## src/rtl/ram_port_arbiter_if.sv

```systemverilog
// Bundle of requester handshakes and RAM port-0 signals for ram_port_arbiter.
// The arbiter uses the slave view; requesters and the RAM sit on the master side.
interface ram_port_arbiter_if #(
  parameter int DATA_WIDTH = 8,
  parameter int ADDR_WIDTH = 8
);
  logic                  req_a, req_b;
  logic                  we_a, we_b;
  logic [ADDR_WIDTH-1:0] addr_a, addr_b;
  logic [DATA_WIDTH-1:0] wdata_a, wdata_b;
  logic                  gnt_a, gnt_b;
  logic [DATA_WIDTH-1:0] rdata_a, rdata_b;
  logic                  rvalid_a, rvalid_b;
  logic                  busy;
  logic                  ram_cs, ram_we, ram_oe;
  logic [ADDR_WIDTH-1:0] ram_addr;
  logic [DATA_WIDTH-1:0] ram_wdata;
  logic                  ram_wdrive;
  logic [DATA_WIDTH-1:0] ram_rdata;

  modport slave (
    input  req_a, req_b, we_a, we_b, addr_a, addr_b, wdata_a, wdata_b, ram_rdata,
    output gnt_a, gnt_b, rdata_a, rdata_b, rvalid_a, rvalid_b, busy,
           ram_cs, ram_we, ram_oe, ram_addr, ram_wdata, ram_wdrive
  );

  modport master (
    output req_a, req_b, we_a, we_b, addr_a, addr_b, wdata_a, wdata_b, ram_rdata,
    input  gnt_a, gnt_b, rdata_a, rdata_b, rvalid_a, rvalid_b, busy,
           ram_cs, ram_we, ram_oe, ram_addr, ram_wdata, ram_wdrive
  );
endinterface

```

## src/rtl/ram_port_arbiter.sv

```systemverilog
// Round-robin arbiter and access sequencer for port 0 of the display RAM.
// Writes take ACCESS only; reads add HOLD to wait out the RAM's registered read.
module ram_port_arbiter #(
  parameter int DATA_WIDTH = 8,
  parameter int ADDR_WIDTH = 8
) (
  input logic               clk,
  input logic               reset_n,
  ram_port_arbiter_if.slave bus
);
  typedef enum logic [1:0] {IDLE, ACCESS, HOLD} state_t;

  typedef struct packed {
    logic                  cs;
    logic                  we;
    logic                  oe;
    logic                  wdrive;
    logic [ADDR_WIDTH-1:0] addr;
    logic [DATA_WIDTH-1:0] wdata;
  } ram_ctl_t;

  state_t                r_state, w_state_nxt;
  ram_ctl_t              r_ram, w_ram_nxt;
  logic                  r_last, w_last_nxt;   // 1 = B was served last
  logic                  r_sel, w_sel_nxt;     // 1 = B owns the current access
  logic                  r_gnt_a, w_gnt_a_nxt, r_gnt_b, w_gnt_b_nxt;
  logic                  r_rvalid_a, w_rvalid_a_nxt, r_rvalid_b, w_rvalid_b_nxt;
  logic [DATA_WIDTH-1:0] r_rdata_a, w_rdata_a_nxt, r_rdata_b, w_rdata_b_nxt;
  logic                  w_win_b;
  logic                  w_we_sel;

  assign w_win_b  = bus.req_b & (~bus.req_a | ~r_last);
  assign w_we_sel = w_win_b ? bus.we_b : bus.we_a;

  // NOTE: sequential state uses non-blocking assignments only, so every
  // register samples the pre-edge values computed by the combinational block.
  always_ff @(posedge clk) begin
    if (!reset_n) begin
      r_state    <= IDLE;
      r_ram      <= '0;
      r_last     <= 1'b1;
      r_sel      <= 1'b0;
      r_gnt_a    <= 1'b0;
      r_gnt_b    <= 1'b0;
      r_rvalid_a <= 1'b0;
      r_rvalid_b <= 1'b0;
      r_rdata_a  <= '0;
      r_rdata_b  <= '0;
    end else begin
      r_state    <= w_state_nxt;
      r_ram      <= w_ram_nxt;
      r_last     <= w_last_nxt;
      r_sel      <= w_sel_nxt;
      r_gnt_a    <= w_gnt_a_nxt;
      r_gnt_b    <= w_gnt_b_nxt;
      r_rvalid_a <= w_rvalid_a_nxt;
      r_rvalid_b <= w_rvalid_b_nxt;
      r_rdata_a  <= w_rdata_a_nxt;
      r_rdata_b  <= w_rdata_b_nxt;
    end
  end

  // NOTE: every signal gets a default before the case, so no path leaves one
  // unassigned and no latch is inferred.
  always_comb begin
    w_state_nxt    = r_state;
    w_ram_nxt      = '0;
    w_last_nxt     = r_last;
    w_sel_nxt      = r_sel;
    w_gnt_a_nxt    = 1'b0;
    w_gnt_b_nxt    = 1'b0;
    w_rvalid_a_nxt = 1'b0;
    w_rvalid_b_nxt = 1'b0;
    w_rdata_a_nxt  = r_rdata_a;
    w_rdata_b_nxt  = r_rdata_b;

    case (r_state)
      IDLE: begin
        if (bus.req_a || bus.req_b) begin
          w_state_nxt      = ACCESS;
          w_last_nxt       = w_win_b;
          w_sel_nxt        = w_win_b;
          w_gnt_a_nxt      = ~w_win_b;
          w_gnt_b_nxt      = w_win_b;
          w_ram_nxt.cs     = 1'b1;
          w_ram_nxt.we     = w_we_sel;
          w_ram_nxt.oe     = ~w_we_sel;
          w_ram_nxt.wdrive = w_we_sel;
          w_ram_nxt.addr   = w_win_b ? bus.addr_b : bus.addr_a;
          w_ram_nxt.wdata  = w_win_b ? bus.wdata_b : bus.wdata_a;
        end
      end
      ACCESS: begin
        if (r_ram.we) begin
          w_state_nxt = IDLE;
        end else begin
          // Keep the read addressed while the RAM presents its registered data.
          w_state_nxt    = HOLD;
          w_ram_nxt.cs   = 1'b1;
          w_ram_nxt.oe   = 1'b1;
          w_ram_nxt.addr = r_ram.addr;
        end
      end
      HOLD: begin
        w_state_nxt = IDLE;
        if (r_sel) begin
          w_rdata_b_nxt  = bus.ram_rdata;
          w_rvalid_b_nxt = 1'b1;
        end else begin
          w_rdata_a_nxt  = bus.ram_rdata;
          w_rvalid_a_nxt = 1'b1;
        end
      end
      default: w_state_nxt = IDLE;
    endcase
  end

  assign bus.gnt_a      = r_gnt_a;
  assign bus.gnt_b      = r_gnt_b;
  assign bus.rvalid_a   = r_rvalid_a;
  assign bus.rvalid_b   = r_rvalid_b;
  assign bus.rdata_a    = r_rdata_a;
  assign bus.rdata_b    = r_rdata_b;
  assign bus.busy       = (r_state != IDLE);
  assign bus.ram_cs     = r_ram.cs;
  assign bus.ram_we     = r_ram.we;
  assign bus.ram_oe     = r_ram.oe;
  assign bus.ram_wdrive = r_ram.wdrive;
  assign bus.ram_addr   = r_ram.addr;
  assign bus.ram_wdata  = r_ram.wdata;
endmodule

```

## src/flat_wrapper.sv

```systemverilog
// flat-port wrapper written by rule: the top's interface ports become plain ports
module ram_port_arbiter_flat 
#(
  parameter int DATA_WIDTH = 8,
  parameter int ADDR_WIDTH = 8
)
  (clk, reset_n, bus_req_a, bus_req_b, bus_we_a, bus_we_b, bus_addr_a, bus_addr_b, bus_wdata_a, bus_wdata_b, bus_ram_rdata, bus_gnt_a, bus_gnt_b, bus_rdata_a, bus_rdata_b, bus_rvalid_a, bus_rvalid_b, bus_busy, bus_ram_cs, bus_ram_we, bus_ram_oe, bus_ram_addr, bus_ram_wdata, bus_ram_wdrive);
  ram_port_arbiter_if #(.DATA_WIDTH(DATA_WIDTH), .ADDR_WIDTH(ADDR_WIDTH)) bus_i ();
  input logic clk;
  input logic reset_n;
  input wire logic [$bits(bus_i.req_a)-1:0] bus_req_a;
  input wire logic [$bits(bus_i.req_b)-1:0] bus_req_b;
  input wire logic [$bits(bus_i.we_a)-1:0] bus_we_a;
  input wire logic [$bits(bus_i.we_b)-1:0] bus_we_b;
  input wire logic [$bits(bus_i.addr_a)-1:0] bus_addr_a;
  input wire logic [$bits(bus_i.addr_b)-1:0] bus_addr_b;
  input wire logic [$bits(bus_i.wdata_a)-1:0] bus_wdata_a;
  input wire logic [$bits(bus_i.wdata_b)-1:0] bus_wdata_b;
  input wire logic [$bits(bus_i.ram_rdata)-1:0] bus_ram_rdata;
  output wire logic [$bits(bus_i.gnt_a)-1:0] bus_gnt_a;
  output wire logic [$bits(bus_i.gnt_b)-1:0] bus_gnt_b;
  output wire logic [$bits(bus_i.rdata_a)-1:0] bus_rdata_a;
  output wire logic [$bits(bus_i.rdata_b)-1:0] bus_rdata_b;
  output wire logic [$bits(bus_i.rvalid_a)-1:0] bus_rvalid_a;
  output wire logic [$bits(bus_i.rvalid_b)-1:0] bus_rvalid_b;
  output wire logic [$bits(bus_i.busy)-1:0] bus_busy;
  output wire logic [$bits(bus_i.ram_cs)-1:0] bus_ram_cs;
  output wire logic [$bits(bus_i.ram_we)-1:0] bus_ram_we;
  output wire logic [$bits(bus_i.ram_oe)-1:0] bus_ram_oe;
  output wire logic [$bits(bus_i.ram_addr)-1:0] bus_ram_addr;
  output wire logic [$bits(bus_i.ram_wdata)-1:0] bus_ram_wdata;
  output wire logic [$bits(bus_i.ram_wdrive)-1:0] bus_ram_wdrive;
  assign bus_i.req_a = bus_req_a;
  assign bus_i.req_b = bus_req_b;
  assign bus_i.we_a = bus_we_a;
  assign bus_i.we_b = bus_we_b;
  assign bus_i.addr_a = bus_addr_a;
  assign bus_i.addr_b = bus_addr_b;
  assign bus_i.wdata_a = bus_wdata_a;
  assign bus_i.wdata_b = bus_wdata_b;
  assign bus_i.ram_rdata = bus_ram_rdata;
  assign bus_gnt_a = bus_i.gnt_a;
  assign bus_gnt_b = bus_i.gnt_b;
  assign bus_rdata_a = bus_i.rdata_a;
  assign bus_rdata_b = bus_i.rdata_b;
  assign bus_rvalid_a = bus_i.rvalid_a;
  assign bus_rvalid_b = bus_i.rvalid_b;
  assign bus_busy = bus_i.busy;
  assign bus_ram_cs = bus_i.ram_cs;
  assign bus_ram_we = bus_i.ram_we;
  assign bus_ram_oe = bus_i.ram_oe;
  assign bus_ram_addr = bus_i.ram_addr;
  assign bus_ram_wdata = bus_i.ram_wdata;
  assign bus_ram_wdrive = bus_i.ram_wdrive;
  ram_port_arbiter #(.DATA_WIDTH(DATA_WIDTH), .ADDR_WIDTH(ADDR_WIDTH)) u_core (.clk(clk), .reset_n(reset_n), .bus(bus_i));
endmodule
```

## config.mk

```make
export PLATFORM = sky130hd
export DESIGN_NAME = ram_port_arbiter_flat
export DESIGN_NICKNAME = d
export VERILOG_FILES = /design/src/rtl/ram_port_arbiter_if.sv /design/src/rtl/ram_port_arbiter.sv /design/src/flat_wrapper.sv
export SDC_FILE = /design/constraint.sdc
export NUM_CORES = 1
export LEC_CHECK = 0
export CORE_AREA = 5 5 86 88
export DETAILED_ROUTE_END_ITERATION = 8
export DIE_AREA = 0 0 91 93
export MAX_ROUTING_LAYER = met4
export PLACE_DENSITY = 0.52
export SYNTH_ARGS = -nofsm -noshare
export SYNTH_HDL_FRONTEND = slang
export SYNTH_SLANG_ARGS = --single-unit
```

## constraint.sdc

```tcl
create_clock -name clk -period 1.5 [get_ports clk]
set_clock_uncertainty 0.2 [all_clocks]
set_input_delay 0.3 -clock clk [delete_from_list [all_inputs] [get_ports clk]]
set_output_delay 0.3 -clock clk [all_outputs]
set_load 0.02 [all_outputs]
```

After elaboration in Yosys (flattened, before gate mapping)
Index checks and enable logic that the tools add are counted.

cells by class
  eq/ne operators = 4
  muxes and demuxes = 14
  bitwise logic cells = 7
  reductions and logical operators = 8

operator list
  kind                                                             number
  8-bit two-way mux                                                3
  20-bit two-way mux                                               1
  8-bit case mux with 2 select lines                               1
  2-bit AND reduction                                              4
  1-bit NOT                                                        5
  1-bit two-way mux                                                4
  2-bit two-way mux                                                2
  2-bit by 1-bit != test with 1-bit output, second input constant  2
  1-bit case mux with 2 select lines                               2
  2-bit case mux with 2 select lines                               1
  3-bit AND reduction                                              1
  2-bit by 1-bit == test with 1-bit output, second input constant  1
  2-bit == test, second input constant                             1
  2-bit logical NOT                                                1
  2-bit nonzero test                                               1
  1-bit bitwise AND                                                1
  1-bit logical OR                                                 1
  1-bit bitwise OR                                                 1

storage, ports and cells
  flip-flop bits (word level) = 43
  bits of input ports = 46
  output and inout port bits = 41
  logic and storage cells = 47

Logic depth before layout (Yosys ltp)
Gate-level depths: netlist of run 1.

  depth in word-level cells = 7
  gate-level depth with buffers = 5
  mapped depth without buffers = 4

Least setup slack after synthesis of run 1
OpenSTA, ideal clock, no wires.

  path kind = reg2reg
  start = register u_core.r_last
  end = register u_core.r_ram (netlist bit u_core.bus.ram_addr[7])
  setup time = 0.121 ns
  arrival time = 1.020 ns
  required time = 1.179 ns
  setup slack = 0.159 ns
  stages on the path, launching flop included = 6
  buffers on the path = 2
  clock period less this slack = 1.341 ns
  cells stage by stage = dfxtp_1 a21bo_2 buf_4 buf_6 mux2i_1 o21ai_0

on the way
  cells in the longest elaborated chain, start to end = 6

ends and longest elaborated chain
  element                             RTL line                RTL
  from (decl)                         ram_port_arbiter.sv:24  logic r_last, w_last_nxt;
  from (signal assigned)              ram_port_arbiter.sv:52  r_last <= w_last_nxt;
  1-bit NOT                           ram_port_arbiter.sv:32  assign w_win_b = bus.req_b & (~bus.req_a | ~r_last);
  1-bit bitwise OR                    ram_port_arbiter.sv:32
  1-bit bitwise AND                   ram_port_arbiter.sv:32
  8-bit two-way mux                   ram_port_arbiter.sv:89  w_ram_nxt.addr = w_win_b ? bus.addr_b : bus.addr_a;
  20-bit two-way mux                  ram_port_arbiter.sv:79  if (bus.req_a || bus.req_b) begin
  8-bit case mux with 2 select lines  ram_port_arbiter.sv:77  case (r_state)
  to (signal assigned)                ram_port_arbiter.sv:51  r_ram <= w_ram_nxt;
  to (decl)                           ram_port_arbiter.sv:23  ram_ctl_t r_ram, w_ram_nxt;

Every way passes these cells.
A chain may end at the register's enable or synchronous reset.

Worst setup path after layout of run 1
  start = register u_core.r_state[0]
  end = register u_core.r_ram (netlist bit u_core.bus.ram_addr[7])

on the way
  cells in the longest elaborated chain, start to end = 2
  elaborated cells between the ends (all ways) = 4
  classes of those cells = 2 x eq/ne; 1 x mux; 1 x reduce/logical

ends and longest elaborated chain
  element                                                                                                RTL line                RTL
  from (decl)                                                                                            ram_port_arbiter.sv:22  state_t r_state, w_state_nxt;
  from (signal assigned)                                                                                 ram_port_arbiter.sv:50  r_state <= w_state_nxt;
  2-bit by 1-bit == test with 1-bit output / 2-bit logical NOT (equally long branches)                   ram_port_arbiter.sv:77
  8-bit case mux with 2 select lines / 2-bit by 1-bit != test with 1-bit output (equally long branches)  --

Parallel ways exist; a longest one is shown, timed or not.

==> results of run 1 <==
-- through the flow --
step           utilization  setup WS [ns]
2_1_floorplan            -          0.159
3_3_place_gp         0.409         -0.448
3_5_place_dp         0.409         -0.505
4_1_cts              0.424        0.00617
5_1_grt              0.426        -0.0294
6_report             0.426         0.0341
-- cells in the mapped netlist, drive strengths merged --
library cell	number
clkbuf	1
and2	1
a32oi	1
nand3b	1
a21bo	1
nand2	27
mux2i	25
o22a	1
inv	2
a21oi	8
nor2	22
nor2b	1
nor4bb	1
or3	1
o211ai	1
a21boi	1
dfxtp	43
or3b	1
o21ai	9
buf	8
or2	1
nor3b	1
clkinv	1
-- power by group --
part	internal [mW]	total, mW	switching [mW]
registers	1.21	1.23	0.0272
logic	0.309	0.558	0.249
clock network	0.325	0.709	0.383
total	1.84	2.50	0.660
-- registers in the layout (all words and copies together), names as in the netlist --
register / cells
u_core.bus.rdata_a: 8
u_core.bus.ram_addr: 8
u_core.r_sel: 1
u_core.bus.gnt_b: 1
u_core.bus.ram_cs: 1
u_core.bus.rvalid_a: 1
u_core.bus.ram_wdata: 8
u_core.bus.ram_oe: 1
u_core.bus.gnt_a: 1
u_core.r_last: 1
u_core.bus.ram_we: 1
u_core.r_state: 2
u_core.bus.rvalid_b: 1
u_core.bus.rdata_b: 8
-- final cells by class --
type / count / share of cell area
repair buffers: 109 / 0.378
flip-flops and latches: 43 / 0.309
clock inverters: 2 / 0.00447
clock buffers: 6 / 0.0259
well taps: 80 / 0.0358
inverters: 3 / 0.00403
multi-input cells: 104 / 0.242
-- repair_timing --
| action | CTS | global route |
|---|---|---|
| hold buffers | 0 | 0 |
| buffers inserted | 3 | 0 |
| pin swaps | 1 | 1 |
| resized for setup | 58 | 39 |
| endpoints found under the setup margin | 65 | 41 |
| gates cloned | 0 | 0 |
-- path summary, 6_finish.rpt --
kind | cells past startpoint | to
max | 4 | u_core.bus.ram_addr[7]
min | 2 | u_core.bus.ram_addr[6]
max reg2reg | 4 | u_core.bus.ram_addr[7]
min reg2reg | 2 | u_core.bus.ram_addr[6]
-- worst min-delay path, stage by stage (launching register included) --
cell and delay [ns]:
dfxtp_1 0.31, nand2_1 0.05, o21ai_1 0.05
-- layer usage --
metal,part of all wire,vias to the layer above
met1,0.44,616
met5,0,-
met3,0.084,6
met4,0.014,0
li1,-,743
met2,0.46,49
-- logic make-up (layout without fill, tap and decap cells) --
family / count (synthesis) / after routing / share of synthesized area
AO/OA/AOI/OAI: 22 / 22 / 0.0970
buffers and inverters: 12 / 120 / 0.0497
flip-flops: 43 / 43 / 0.543
multiplexers: 25 / 25 / 0.158
AND/OR/NAND/NOR: 57 / 57 / 0.153
==> results.py, run 1 <==
metrics = {
    "finish": {
        "stdcell_count": 347,
        "seqCellArea_um2": 865,
        "layout_common_cells": "clkdlybuf4s50_1, dfxtp_1, nand2_1",
        "final_nets": 312,
        "layout_commonest_cell": "clkdlybuf4s50_1",
        "design_area_mm2": 0.00280,
        "multiInputGateArea_um2": 678,
        "n_antenna_cell": 0,
        "n_fill_cell": 636,
        "area.growth.synth_to_final_pct": 76.3,
        "drive_gt1_frac": 0.206,
    },
    "sta": {
        "final_max_slew_viol_count": 0,
        "period_share": 0.977,
        "worstMarginPinSlew_ns": 0.303,
        "grt_setup_unrepaired": "yes",
        "fmax_ghz": 0.682,
        "setup_tns_ns": 0,
        "setup_viol": 0,
        "fin_hold_ws_ns": 0.246,
        "hold_violations": 0,
        "final.min_clock_period_ns": 1.47,
        "slew_headroom": 0.795,
    },
    "placed_design": {
        "dp_hpwl_mm": 3.32,
        "numPortBuffers": 86,
        "dp_cells": 336,
        "place_area_mm2": 0.00269,
        "place_congestion": 0.712,
    },
    "floorplanning": {
        "start_util": 0.242,
        "design.core.area_mm2": 0.00657,
        "dieArea_mm2": 0.00846,
        "die_w_um": 91,
        "num_rows": 30,
        "die_y_um": 93,
        "io_pins": 87,
    },
    "yosys": {
        "yosysSeqAreaShare": 0.543,
        "ys_ff_latch": 43,
        "ys_types": 27,
        "synth_area_leaders": "dfxtp_1, mux2i_1, nand2_1, nor2_1, a21oi_2",
        "yosysTopAreaCell": "dfxtp_1",
        "synth_warnings": 0,
        "synth_cells": 159,
        "syn_avg_cell_area_um2": 9.98,
        "netlist_area_mm2": 0.00159,
        "netlist.area_leader.share": 0.543,
        "synth_nets": 205,
    },
    "grt": {
        "grt_pass1_vias": 1477,
        "grt_max_degree": 18,
        "grtUsageMet1": 0.119,
        "antenna_found_initial": 0,
        "grt-busiest-layer": "met2",
        "met3_usage": 0.0483,
        "met2_usage": 0.166,
        "grt_pass1_wl_mm": 6.99,
        "overflow": 0,
        "grt_use_total": 0.105,
    },
    "critical_path": {
        "worstPathRequired_ns": 1.52,
        "reg2reg_from": "u_core.r_state[0]",
        "cp-start-kind": "flip-flop",
        "endpoint_kind": "flip-flop",
        "cpPeakStageDelay_ns": 0.42,
        "criticalPathCategory": "reg -> reg",
        "slowest_stage": "or3_4",
        "startpoint": "u_core.r_state[0]",
        "cp.arrival_ns": 1.49,
        "path_buf_inv": 2,
        "cp_max_fo": 17,
        "r2r_setup_slack_ns": 0.03,
        "crit_family": "simple AND/OR/NAND/NOR gates",
        "path_cells": "buf_4 -> or3_4 -> buf_12 -> o21ai_1",
    },
    "clocking": {
        "cts_num_sinks": 43,
        "cts_tree": "yes",
        "clockRootBuffer": "clkbuf_8",
        "clk_pin_slew_ns": 0.08,
        "htreeDepth": 2,
        "cts_buffers": 5,
        "clkLatencyLatePin_ns": 0.29,
        "cts_buffer_depth": 2,
    },
    "route": {
        "wl_per_cell_um": 12.3,
        "vias_per_cell": 4.07,
        "num_vias": 1414,
        "drtIter0Drc": 23,
        "ant_nets": 0,
        "remaining_drc_errors": 0,
        "drtPass1Iterations": 4,
        "drt-total-wl_mm": 4.28,
    },
    "power": {
        "ir_drop_mv": 0.431,
        "total_power_mw": 2.50,
        "p_leak_nw": 1.29,
        "power.density_mw_per_mm2": 894,
    },
    "worst_hold_path": {
        "min_path_type": "reg -> reg",
        "hold_start": "u_core.bus.ram_addr[6]",
    },
    "job": {
        "cap_violations": 0,
    },
    "status": {
        "status": "finished, final reports clean",
    },
}
No activity file was read; power rests on OpenSTA's default activity.
==> inputs of run 2 (changes only) <==
- CORE_AREA: 5 5 86 88 -> 5 5 119 65
- DIE_AREA: 0 0 91 93 -> 0 0 124 70
- GPL_TIMING_DRIVEN: default -> 0
- PLACE_DENSITY: 0.52 -> default
==> results.py, run 2 (synthesis gave the netlist of run 1 again) <==
metrics = {
    "placed_design": {
        "dp_cells": 337,
        "numPortBuffers": 86,
        "place_congestion": 0.692,
        "pre_cts_slack_ns": -0.514,
        "dp_hpwl_mm": 3.37,
    },
    "floorplanning": {
        "die_w_um": 124,
        "die_y_um": 70,
        "io_pins": 87,
        "design.core.area_mm2": 0.00649,
        "dieArea_mm2": 0.00868,
        "num_rows": 21,
        "start_util": 0.244,
    },
    "critical_path": {
        "reg2reg_from": "u_core.r_state[0]",
        "r2r_setup_slack_ns": 0.08,
        "slowest_stage": "dfxtp_2",
        "worstPathRequired_ns": 1.00,
        "cpPeakStageDelay_ns": 0.36,
        "endpoint_kind": "primary output",
        "cp_max_fo": 6,
        "cp.arrival_ns": 0.97,
        "criticalPathCategory": "reg -> out",
        "cp-start-kind": "flip-flop",
        "worst_r2r_path_depth": 4,
        "path_cells": "nor2_4 -> inv_1 -> clkbuf_2",
        "startpoint": "u_core.r_state[1]",
    },
    "sta": {
        "setup_tns_ns": 0,
        "grt_setup_unrepaired": "yes",
        "worstMarginPinSlew_ns": 0.469,
        "setup_viol": 0,
        "fmax_ghz": 0.682,
        "period_share": 0.977,
        "postLayoutSetupSlackWorst_ns": 0.0341,
        "slew_headroom": 0.687,
        "final.min_clock_period_ns": 1.47,
        "fin_hold_ws_ns": 0.224,
        "final_max_slew_viol_count": 0,
        "hold_violations": 0,
    },
    "finish": {
        "area.growth.synth_to_final_pct": 72.6,
        "layout_common_cells": "clkdlybuf4s50_1, dfxtp_1, dlygate4sd2_1",
        "layout_commonest_cell": "clkdlybuf4s50_1",
        "n_antenna_cell": 0,
        "drive_gt1_frac": 0.153,
        "final_nets": 300,
        "stdcell_count": 347,
    },
    "clocking": {
        "cts_num_sinks": 43,
        "htreeDepth": 2,
        "clockRootBuffer": "clkbuf_16",
        "ctsHoldBuffers": 0,
        "cts_tree": "yes",
        "clkLatencyLatePin_ns": 0.28,
        "cts_buffer_depth": 2,
        "clk_pin_slew_ns": 0.06,
        "cts_buffers": 5,
    },
    "route": {
        "wl_per_cell_um": 13.2,
        "drtIter0Drc": 56,
        "drt-total-wl_mm": 4.58,
        "vias_per_cell": 4.03,
        "drtPass1Iterations": 4,
        "num_vias": 1399,
        "remaining_drc_errors": 0,
        "ant_nets": 0,
    },
    "power": {
        "p_int_mw": 2.29,
        "switching_share": 0.233,
        "p_clk_frac": 0.421,
        "power.density_mw_per_mm2": 1090,
        "p_leak_nw": 1.30,
        "ir_drop_mv": 0.416,
        "seq_power_share": 0.416,
        "switching_power_uw": 696,
        "power_frac_comb": 0.162,
    },
    "status": {
        "status": "finished, final reports clean",
    },
    "grt": {
        "antenna_found_initial": 0,
        "grt_pass1_vias": 1387,
        "grt_max_degree": 14,
        "overflow": 0,
        "grt_use_total": 0.108,
        "grt_pass1_wl_mm": 7.16,
    },
    "worst_hold_path": {
        "min_path_type": "in -> reg",
        "hold_start": "reset_n",
        "holdPathStages": 2,
    },
    "job": {
        "cap_violations": 0,
    },
}
[run 2: path summary, 6_finish.rpt]
check                                               to
worst max-delay path                          bus_busy
worst min-delay path                     u_core.r_last
worst max register to register       u_core.bus.ram_we
worst min register to register  u_core.bus.ram_addr[1]
[run 2: worst max-delay path, delay by kind of cell, from the launching register on]
kind                   cells  cell delay [ns]
and+or+nand+nor            1             0.13
buffers and inverters      2             0.20
DFF                        1             0.36
[run 2: repair_timing]
item	in CTS	in global routing
buffers inserted	0	1
setup endpoints to repair	72	33
gates cloned	0	1
gates resized for setup	54	19
pin swaps	0	1
[run 2: cell type report]
| cell class | instances | area [µm²] |
|---|---|---|
| timing repair buffer | 88 | 820 |
| clock inverter | 2 | 35.0 |
| inverter | 3 | 11.3 |
| fill | 664 | 3750 |
| tap | 92 | 115 |
| clock buffer | 6 | 139 |
| multi-input combinational | 104 | 672 |
| sequential | 43 | 868 |
| buffer | 9 | 78.8 |
[run 2: per-layer routing]
metal | part of all wire | track usage | vias to the layer above
met5 | 0 | - | -
met4 | 0.0031 | 0.0182 | 0
met3 | 0.088 | 0.0444 | 4
met2 | 0.39 | 0.142 | 53
met1 | 0.52 | 0.155 | 626
li1 | - | - | 716
[run 2: per-stage QoR]
| stage | util | power [mW] | instance area, µm² |
|---|---|---|---|
| 2_1_floorplan | - | 1.50 | 1590 |
| 3_3_place_gp | 0.395 | 1.78 | 2560 |
| 3_5_place_dp | 0.395 | 1.78 | 2560 |
| 4_1_cts | 0.415 | 3.02 | 2700 |
| 5_1_grt | 0.422 | 3.12 | 2740 |
| 6_report | 0.422 | 2.98 | 2740 |
[run 2: power groups by stage]
stage          clock network [mW]  logic [mW]  registers, mW
5_1_grt                      1.34       0.528           1.25
6_report                     1.26       0.484           1.24
2_1_floorplan                   0       0.170           1.33
3_5_place_dp                    0       0.519           1.26
4_1_cts                      1.30       0.481           1.24
3_3_place_gp                    0       0.517           1.26
